$ cat src/rtl/uart_pkg.sv
// uart_pkg: shared UART states, default sizes and parity helper
package uart_pkg;
  typedef enum logic [2:0] {IDLE, START, DATA, PARITY, STOP} uart_state_e;
  localparam int UART_DEFAULT_OVERSAMPLE = 16;
  localparam int UART_DEFAULT_DATA_BITS  = 8;
  localparam int UART_MAX_BITS           = 16;
  // Expected parity bit: XOR of data, inverted for odd parity
  function automatic logic uart_parity(input logic [UART_MAX_BITS-1:0] i_d, input logic i_odd);
    return (^i_d) ^ i_odd;
  endfunction
endpackage

$ cat src/rtl/uart_sync.sv
// uart_sync: two-flop synchroniser with configurable reset value
module uart_sync #(
  parameter logic RST_VAL = 1'b0
) (
  input  logic i_clk,
  input  logic i_reset_n,
  input  logic i_d,
  output logic o_q
);
  logic r_meta;
  logic r_q;
  assign o_q = r_q;
  // Two-stage capture of the asynchronous input
  always_ff @(posedge i_clk or negedge i_reset_n) begin
    if (!i_reset_n) begin
      r_meta <= RST_VAL;
      r_q    <= RST_VAL;
    end else begin
      r_meta <= i_d;
      r_q    <= r_meta;
    end
  end
endmodule

$ cat src/rtl/uart_rx.sv
// uart_rx: 16x-oversampled UART receiver with valid/ready output; UART_RX_PARITY_EN adds a parity bit
module uart_rx
  import uart_pkg::*;
#(
  parameter int DATA_BITS  = UART_DEFAULT_DATA_BITS,
  parameter int OVERSAMPLE = UART_DEFAULT_OVERSAMPLE,
  parameter bit PARITY_ODD = 1'b0
) (
  input  logic                 I_clk,
  input  logic                 I_reset_n,
  input  logic                 I_sample_clk,
  input  logic                 I_rx,
  output logic [DATA_BITS-1:0] O_data,
  output logic                 O_valid,
  input  logic                 I_ready,
  output logic                 O_frame_error,
  output logic                 O_parity_error,
  output logic                 O_overrun
);
  localparam int TW = $clog2(OVERSAMPLE);
  localparam int BW = $clog2(DATA_BITS + 1);
  localparam logic [TW-1:0] HALF = TW'(OVERSAMPLE / 2 - 1);
  localparam logic [TW-1:0] FULL = TW'(OVERSAMPLE - 1);
  localparam logic [BW-1:0] LAST = BW'(DATA_BITS - 1);

  logic w_rx, w_sclk, w_tick, w_fall;
  logic r_rx_prev, r_sclk_prev;
  uart_state_e r_state, w_state_nxt;
  logic [TW-1:0] r_tick_cnt, w_tick_nxt;
  logic [BW-1:0] r_bit_cnt, w_bit_nxt;
  logic [DATA_BITS-1:0] r_shift, w_shift_nxt;
  logic w_good, w_ferr;
  logic r_valid, r_ferr, r_ovr;
  logic [DATA_BITS-1:0] r_data;

  uart_sync #(.RST_VAL(1'b1)) u_sync_rx (
    .i_clk(I_clk), .i_reset_n(I_reset_n), .i_d(I_rx), .o_q(w_rx)
  );
  uart_sync #(.RST_VAL(1'b0)) u_sync_sclk (
    .i_clk(I_clk), .i_reset_n(I_reset_n), .i_d(I_sample_clk), .o_q(w_sclk)
  );

  assign w_tick = w_sclk & ~r_sclk_prev;
  assign w_fall = r_rx_prev & ~w_rx;

`ifdef UART_RX_PARITY_EN
  logic r_par_bad, w_par_bad_nxt, w_perr, r_perr;
  assign O_parity_error = r_perr;
`else
  assign O_parity_error = 1'b0;
`endif

  // Next-state, counters, shifter and frame verdict
  always_comb begin
    w_state_nxt = r_state;
    w_tick_nxt  = r_tick_cnt;
    w_bit_nxt   = r_bit_cnt;
    w_shift_nxt = r_shift;
    w_good      = 1'b0;
    w_ferr      = 1'b0;
`ifdef UART_RX_PARITY_EN
    w_par_bad_nxt = r_par_bad;
    w_perr        = 1'b0;
`endif
    case (r_state)
      IDLE: if (w_fall) begin
        w_state_nxt = START;
        w_tick_nxt  = '0;
      end
      START: if (w_tick) begin
        w_tick_nxt = r_tick_cnt + 1'b1;
        if (r_tick_cnt == HALF) begin
          w_tick_nxt  = '0;
          w_bit_nxt   = '0;
          w_state_nxt = w_rx ? IDLE : DATA;
        end
      end
      DATA: if (w_tick) begin
        w_tick_nxt = r_tick_cnt + 1'b1;
        if (r_tick_cnt == FULL) begin
          w_tick_nxt  = '0;
          w_shift_nxt = {w_rx, r_shift[DATA_BITS-1:1]};
          w_bit_nxt   = r_bit_cnt + 1'b1;
          if (r_bit_cnt == LAST) begin
            w_bit_nxt = '0;
`ifdef UART_RX_PARITY_EN
            w_state_nxt = PARITY;
`else
            w_state_nxt = STOP;
`endif
          end
        end
      end
`ifdef UART_RX_PARITY_EN
      PARITY: if (w_tick) begin
        w_tick_nxt = r_tick_cnt + 1'b1;
        if (r_tick_cnt == FULL) begin
          w_tick_nxt    = '0;
          w_par_bad_nxt = w_rx ^ uart_parity(UART_MAX_BITS'(r_shift), PARITY_ODD);
          w_state_nxt   = STOP;
        end
      end
`endif
      STOP: if (w_tick) begin
        w_tick_nxt = r_tick_cnt + 1'b1;
        if (r_tick_cnt == FULL) begin
          w_tick_nxt  = '0;
          w_state_nxt = IDLE;
          w_ferr      = ~w_rx;
`ifdef UART_RX_PARITY_EN
          w_perr = w_rx & r_par_bad;
          w_good = w_rx & ~r_par_bad;
`else
          w_good = w_rx;
`endif
        end
      end
      default: w_state_nxt = IDLE;
    endcase
  end

  // Edge-detect history, FSM state and receive datapath
  always_ff @(posedge I_clk or negedge I_reset_n) begin
    if (!I_reset_n) begin
      r_rx_prev   <= 1'b1;
      r_sclk_prev <= 1'b0;
      r_state     <= IDLE;
      r_tick_cnt  <= '0;
      r_bit_cnt   <= '0;
      r_shift     <= '0;
`ifdef UART_RX_PARITY_EN
      r_par_bad   <= 1'b0;
`endif
    end else begin
      r_rx_prev   <= w_rx;
      r_sclk_prev <= w_sclk;
      r_state     <= w_state_nxt;
      r_tick_cnt  <= w_tick_nxt;
      r_bit_cnt   <= w_bit_nxt;
      r_shift     <= w_shift_nxt;
`ifdef UART_RX_PARITY_EN
      r_par_bad   <= w_par_bad_nxt;
`endif
    end
  end

  // Output register: deliver, flag overrun, or clear on handshake
  always_ff @(posedge I_clk or negedge I_reset_n) begin
    if (!I_reset_n) begin
      r_data  <= '0;
      r_valid <= 1'b0;
      r_ferr  <= 1'b0;
      r_ovr   <= 1'b0;
`ifdef UART_RX_PARITY_EN
      r_perr  <= 1'b0;
`endif
    end else begin
      r_ferr <= w_ferr;
      r_ovr  <= w_good & r_valid & ~I_ready;
`ifdef UART_RX_PARITY_EN
      r_perr <= w_perr;
`endif
      if (w_good && (!r_valid || I_ready)) begin
        r_data  <= r_shift;
        r_valid <= 1'b1;
      end else if (I_ready) begin
        r_valid <= 1'b0;
      end
    end
  end

  assign O_data        = r_data;
  assign O_valid       = r_valid;
  assign O_frame_error = r_ferr;
  assign O_overrun     = r_ovr;
endmodule

$ cat config.mk
export PLATFORM = sky130hd
export DESIGN_NAME = uart_rx
export DESIGN_NICKNAME = d
export VERILOG_FILES = /design/src/rtl/uart_pkg.sv /design/src/rtl/uart_sync.sv /design/src/rtl/uart_rx.sv
export SDC_FILE = /design/constraint.sdc
export NUM_CORES = 1
export LEC_CHECK = 0
export BUFFER_PORTS_ARGS = -buffer_cell sky130_fd_sc_hd__buf_2
export CORE_ASPECT_RATIO = 0.5
export CORE_UTILIZATION = 45
export DETAILED_ROUTE_END_ITERATION = 7
export RECOVER_POWER = 50
export SETUP_SLACK_MARGIN = 0.2
export SKIP_LAST_GASP = 1
export SLEW_MARGIN = 20
export SYNTH_ARGS = -nofsm -noshare
export SYNTH_HDL_FRONTEND = slang
export SYNTH_SLANG_ARGS = --single-unit
export TNS_END_PERCENT = 10
$ cat constraint.sdc
create_clock -name I_clk -period 3.3 [get_ports I_clk]
set_clock_uncertainty 0.2 [all_clocks]
set_input_delay 0.66 -clock I_clk [delete_from_list [all_inputs] [get_ports I_clk]]
set_output_delay 0.66 -clock I_clk [all_outputs]
set_load 0.03 [all_outputs]
==> After elaboration in Yosys (flattened, before gate mapping) <==
Cells that the tools add are included.
{ "classes": {"reduce_logical": 12, "n_eq_ne": 15, "bitwise": 7, "muxes": 30, "n_addsub": 2} }
{ "ops": {"columns": ["operator", "n"], "rows": [
  ["4-bit 2-to-1 mux", 10],
  ["3-bit 2-to-1 mux", 8],
  ["2-bit != test (second input constant)", 8],
  ["3-bit case mux with 4 select lines", 1],
  ["4-bit case mux with 3 select lines", 1],
  ["4-bit by 1-bit adder with 4-bit output (second input constant)", 2],
  ["4-bit by 3-bit equality test with 1-bit output (second input constant)", 2],
  ["1-bit 2-to-1 mux", 8],
  ["4-bit case mux with 2 select lines", 1],
  ["8-bit AND reduction", 1],
  ["5-bit AND reduction", 1],
  ["1-bit AND", 4],
  ["4-bit equality test (second input constant)", 1],
  ["4-bit AND reduction", 1],
  ["2-bit nonzero test", 2],
  ["3-bit by 1-bit equality test with 1-bit output (second input constant)", 1],
  ["3-bit by 2-bit equality test with 1-bit output (second input constant)", 1],
  ["3-bit equality test (second input constant)", 1],
  ["3-bit logical NOT", 1],
  ["1-bit inverter", 3],
  ["3-bit AND reduction", 1],
  ["3-bit nonzero test", 1],
  ["2-bit 2-to-1 mux", 1],
  ["2-bit by 1-bit != test with 1-bit output (second input constant)", 1],
  ["other kinds (4)", 4]
]} }
{ "totals": {"out_inout_bits": 12, "ff_bits": 36, "inputBits": 5, "wordCells": 80} }

==> Logic depth before layout (Yosys ltp) <==
{ "depth": {"ltp_word": 6, "depth_mapped": 6, "mapped_depth_nobuf": 5} }

==> By module <==
From an unflattened synthesis, not the netlist that was laid out.
{ "unflattened": {"cells_unflattened": 125, "hier_area_um2": 1595.3} }
{ "by_module_without_submodules": {"columns": ["module", "instances", "area_each_um2", "cells_each", "seq_area_each_um2"], "rows": [
  ["uart_rx", 1, 1492.7, 121, 802.0],
  ["uart_sync (u_sync_rx)", 1, 52.6, 2, 52.6],
  ["uart_sync (u_sync_sclk)", 1, 50.0, 2, 50.0]
]} }

==> Worst setup path before layout <==
No wires, ideal clock.
{ "synth_path": {"kind": "register to register", "start": "register r_tick_cnt[0]", "end": "register r_bit_cnt[3]", "path_stages_with_launch": 6, "t_required_ns": 3.024, "path_slack_ns": 1.371, "setup_ns": 0.076, "period_less_slack_ns": 1.929, "path_buffers": 0, "arrival_ns": 1.653, "path_cell_list": "dfrtp_1 ha_1 nand3_2 or3_4 or4_1 o21ai_1"} }
{ "synth_via": {"elab_chain_len": 3, "elab_cells_between_ends": 5, "classes_between": "4 x eq/ne; 1 x reduce/logical"} }
{ "synth_lines": {"columns": ["element", "line", "rtl"], "rows": [
  ["start, declared", "uart_rx.sv:29", "logic [TW-1:0] r_tick_cnt, w_tick_nxt;"],
  ["start signal, assigned", "uart_rx.sv:138", "r_tick_cnt <= w_tick_nxt;"],
  ["4-bit equality test / 4-bit by 3-bit equality test with 1-bit output (equally long branches)", "uart_rx.sv:80, uart_rx.sv:72", null],
  ["2-bit != test (no line)", null, null],
  ["5-bit AND reduction (no line) *", null, null],
  ["end signal, assigned", "uart_rx.sv:139", "r_bit_cnt <= w_bit_nxt;"],
  ["end, declared", "uart_rx.sv:30", "logic [BW-1:0] r_bit_cnt, w_bit_nxt;"]
]} }
Mark *: on every way between the ends. The rest lies on a longest branch, timed or not.
A chain may end at the register's enable or synchronous reset.

==> results.yml <==
synthesis:
  synth_xor_area_share_pct: 0.546
  ys_seq_area_share_pct: 56.4
  yosysUniqueCellTypes: 39
  yosys-top-cells-area: "dfrtp_1, mux2_2, dfstp_2"
  synth_fa_ha_area_share_pct: 1.56
  synth.top_cell.area_share_pct: 51.5
  yosys-mux-area-fraction_pct: 14.6
  syn_inst: 128
  synth_top_family_by_area: "multiplexers"
  synth_area_leader_cell: "dfrtp_1"
  syn_avg_cell_area_um2: 12.5
  yosys_warnings: 0
  synth_seq_cells: 36
  synth-simple-area-share_pct: 13.0
  syn-num-nets: 135
  netlist_area_um2: 1600
  synth-compound-area-share_pct: 9.37
place:
  dp_cells: 186
  routabilityCongestion: 0.851
  dp_slack_ns: 1.13
  place_area_um2: 1690
  port_buffers: 15
  dp_hpwl_um: 1800
floorplan:
  die_h_um: 44.2
  io_pins: 17
  die_w_um: 86.4
  start_util_pct: 50.3
  core_um2: 3190
  rows: 14
  die_area_um2: 3820
run_status:
  failed_checks: "capacitance limit, slew limit"
  status: "complete, but fails checks"
setup_path:
  slowest_delay_ns: 1.33
  slowest_stage: "clkbuf_1"
  path_cells: "clkbuf_1"
  critical_path.startpoint: "I_reset_n"
  worst-path-buf-inv: 1
  critPathKind: "in -> async"
  endpoint_kind: "asynchronous set/reset pin"
  crit_cells: 1
  cp.required_ns: 3.12
  cp_max_fo: 36
  rr_endpoint: "O_data[7]$_DFFE_PN0P_"
  crit_family: "buffers and inverters"
  crit_arrival_ns: 2.02
  cp-endpoint: "r_tick_cnt[1]$_DFFE_PN0P_"
  r2r-start: "r_tick_cnt[0]$_DFFE_PN0P_"
  crit_path_start_kind: "input pin"
  worst_r2r_path_depth: 5
  reg2reg_slack_ns: 1.17
global_route:
  antenna_found_initial: 0
  use_met1_pct: 21.0
  first_global_vias: 1017
  gr-total-overflow: 0
  track_usage_pct: 16.5
  grt_use_met2_pct: 25.7
  grt_max_degree: 37
  grt_pass1_wl_um: 4660
  top_usage_layer: "met2"
  use_met3_pct: 6.53
clock_network:
  cts_resized: 0
  cts_root_buf: "clkbuf_8"
  cts_buffers: 5
  cts_sinks: 36
  cts_hold_buf: 0
  cts_max_level: 2
  cts_tree: "done"
  cts_setup_buffers: 0
  cts.clk_slew.worst_paths_ns: 0.07
  clk-insertion-delay-late_ns: 0.28
  clock_path_buffers: 2
sta:
  max_slew.worst_pin.slew_ns: 1.90
  holdWs_ns: 0.162
  post-route-period-util_pct: 66.5
  maxSlewViolCount: 37
  slew_headroom_pct: -26.8
  final-hold-violation-count: 0
  setup_viol: 0
  fmax_mhz: 455
  period_needed_ns: 2.20
  worst_slack_ns: 1.10
  tns_ns: 0
  rsz0062_at_grt: "no"
run:
  cap_violations: 1
routing:
  viasPerCell: 5.18
  drt_iter0_drc: 54
  dr.pass1.iters: 4
  drt_wl_total_um: 2610
  ant_nets: 0
  wl_per_cell_um: 13.4
  drc_errors: 0
  vias: 1004
pwr:
  power_mw: 1.19
  total_leakage_power_nw: 0.883
  peakVddDrop_mv: 0.281
  power.density_nw_per_um2: 663
cells_and_area:
  antenna_cells: 0
  drive_gt1_share_pct: 34.2
  instances_no_fill: 194
  utilization_pct: 56.3
  fin_area_um2: 1800
  areaGrowthSynthToFinish_pct: 12.0
  finalNetCount: 152
worst_hold_path:
  hp-class: "reg -> reg"
[synth_stat cells (all sizes together)]
master,number
a21boi,1
a21o,1
a21oi,2
a22o,1
a22oi,1
a311oi,2
and2b,1
and3,2
buf,5
conb,1
dfrtp,33
dfstp,3
ha,2
inv,5
mux2,19
mux2i,2
nand2,7
nand2b,2
nand3,3
nor2,7
nor2b,2
nor3,2
nor3b,2
nor4,1
nor4b,1
o2111ai,1
o211ai,1
o21ai,13
o2bb2ai,1
or3,1
or4,1
or4b,1
xor2,1
[area by class of cell]
type	instances	area [um2]
clock inverters	2	35.0
flip-flops and latches	36	905
repair buffers	15	73.8
inverters	5	18.8
fillers	275	1390
well taps	48	60.1
multi-input cells	82	631
clock buffers	6	72.6
[power by group]
part | switching (mW) | internal [mW]
Combinational | 0.150 | 0.123
Clock | 0.149 | 0.224
Sequential | 0.0656 | 0.478
Total | 0.364 | 0.826
[state kept, by name, indices dropped and copies added, names as in the netlist]
name / count
O_data: 8
r_shift: 8
r_bit_cnt: 4
r_tick_cnt: 4
r_state: 3
O_frame_error: 1
O_overrun: 1
O_valid: 1
r_rx_prev: 1
r_sclk_prev: 1
u_sync_rx.o_q: 1
u_sync_rx.r_meta: 1
u_sync_sclk.o_q: 1
u_sync_sclk.r_meta: 1
[per-layer routing]
layer  wire length [um]  vias up  part of all wire, %
met5                  0        -                    0
li1                   -      487                    -
met2               1140       15                   44
met3                 88        6                  3.4
met4                 31        0                  1.2
met1               1350      496                   52
[kinds of logic (layout without fill, tap and decap cells)]
group,count (synthesis),after routing
compound gates,24,24
xor+xnor,1,1
fa+ha+maj,2,2
buf+inv,10,28
flops,36,36
mux,21,21
other cells,1,1
simple gates,33,33
[worst min-delay path by stage]
stage | start | to | slack (ns) | cells after the start
6_report | u_sync_rx.r_meta$_DFF_PN1_ | u_sync_rx.o_q$_DFF_PN1_ | 0.16 | 0
4_1_cts | u_sync_rx.r_meta$_DFF_PN1_ | u_sync_rx.o_q$_DFF_PN1_ | 0.16 | 0
3_3_place_gp | u_sync_sclk.r_meta$_DFF_PN0_ | u_sync_sclk.o_q$_DFF_PN0_ | 0.13 | 0
2_1_floorplan | u_sync_sclk.r_meta$_DFF_PN0_ | u_sync_sclk.o_q$_DFF_PN0_ | 0.13 | 0
5_1_grt | u_sync_sclk.r_meta$_DFF_PN0_ | u_sync_sclk.o_q$_DFF_PN0_ | 0.17 | 0
3_5_place_dp | u_sync_sclk.r_meta$_DFF_PN0_ | u_sync_sclk.o_q$_DFF_PN0_ | 0.14 | 0
[placed cells by master (no fill, tap or decap), types with 5 or more instances in the layout]
cell type and count:
dfrtp_1 33, mux2_2 19, nand2_1 7, inv_1 5, nor2_1 7, o21ai_0 12
clkbuf_8 5, buf_2 14
Power figures use the tool's default switching activity.
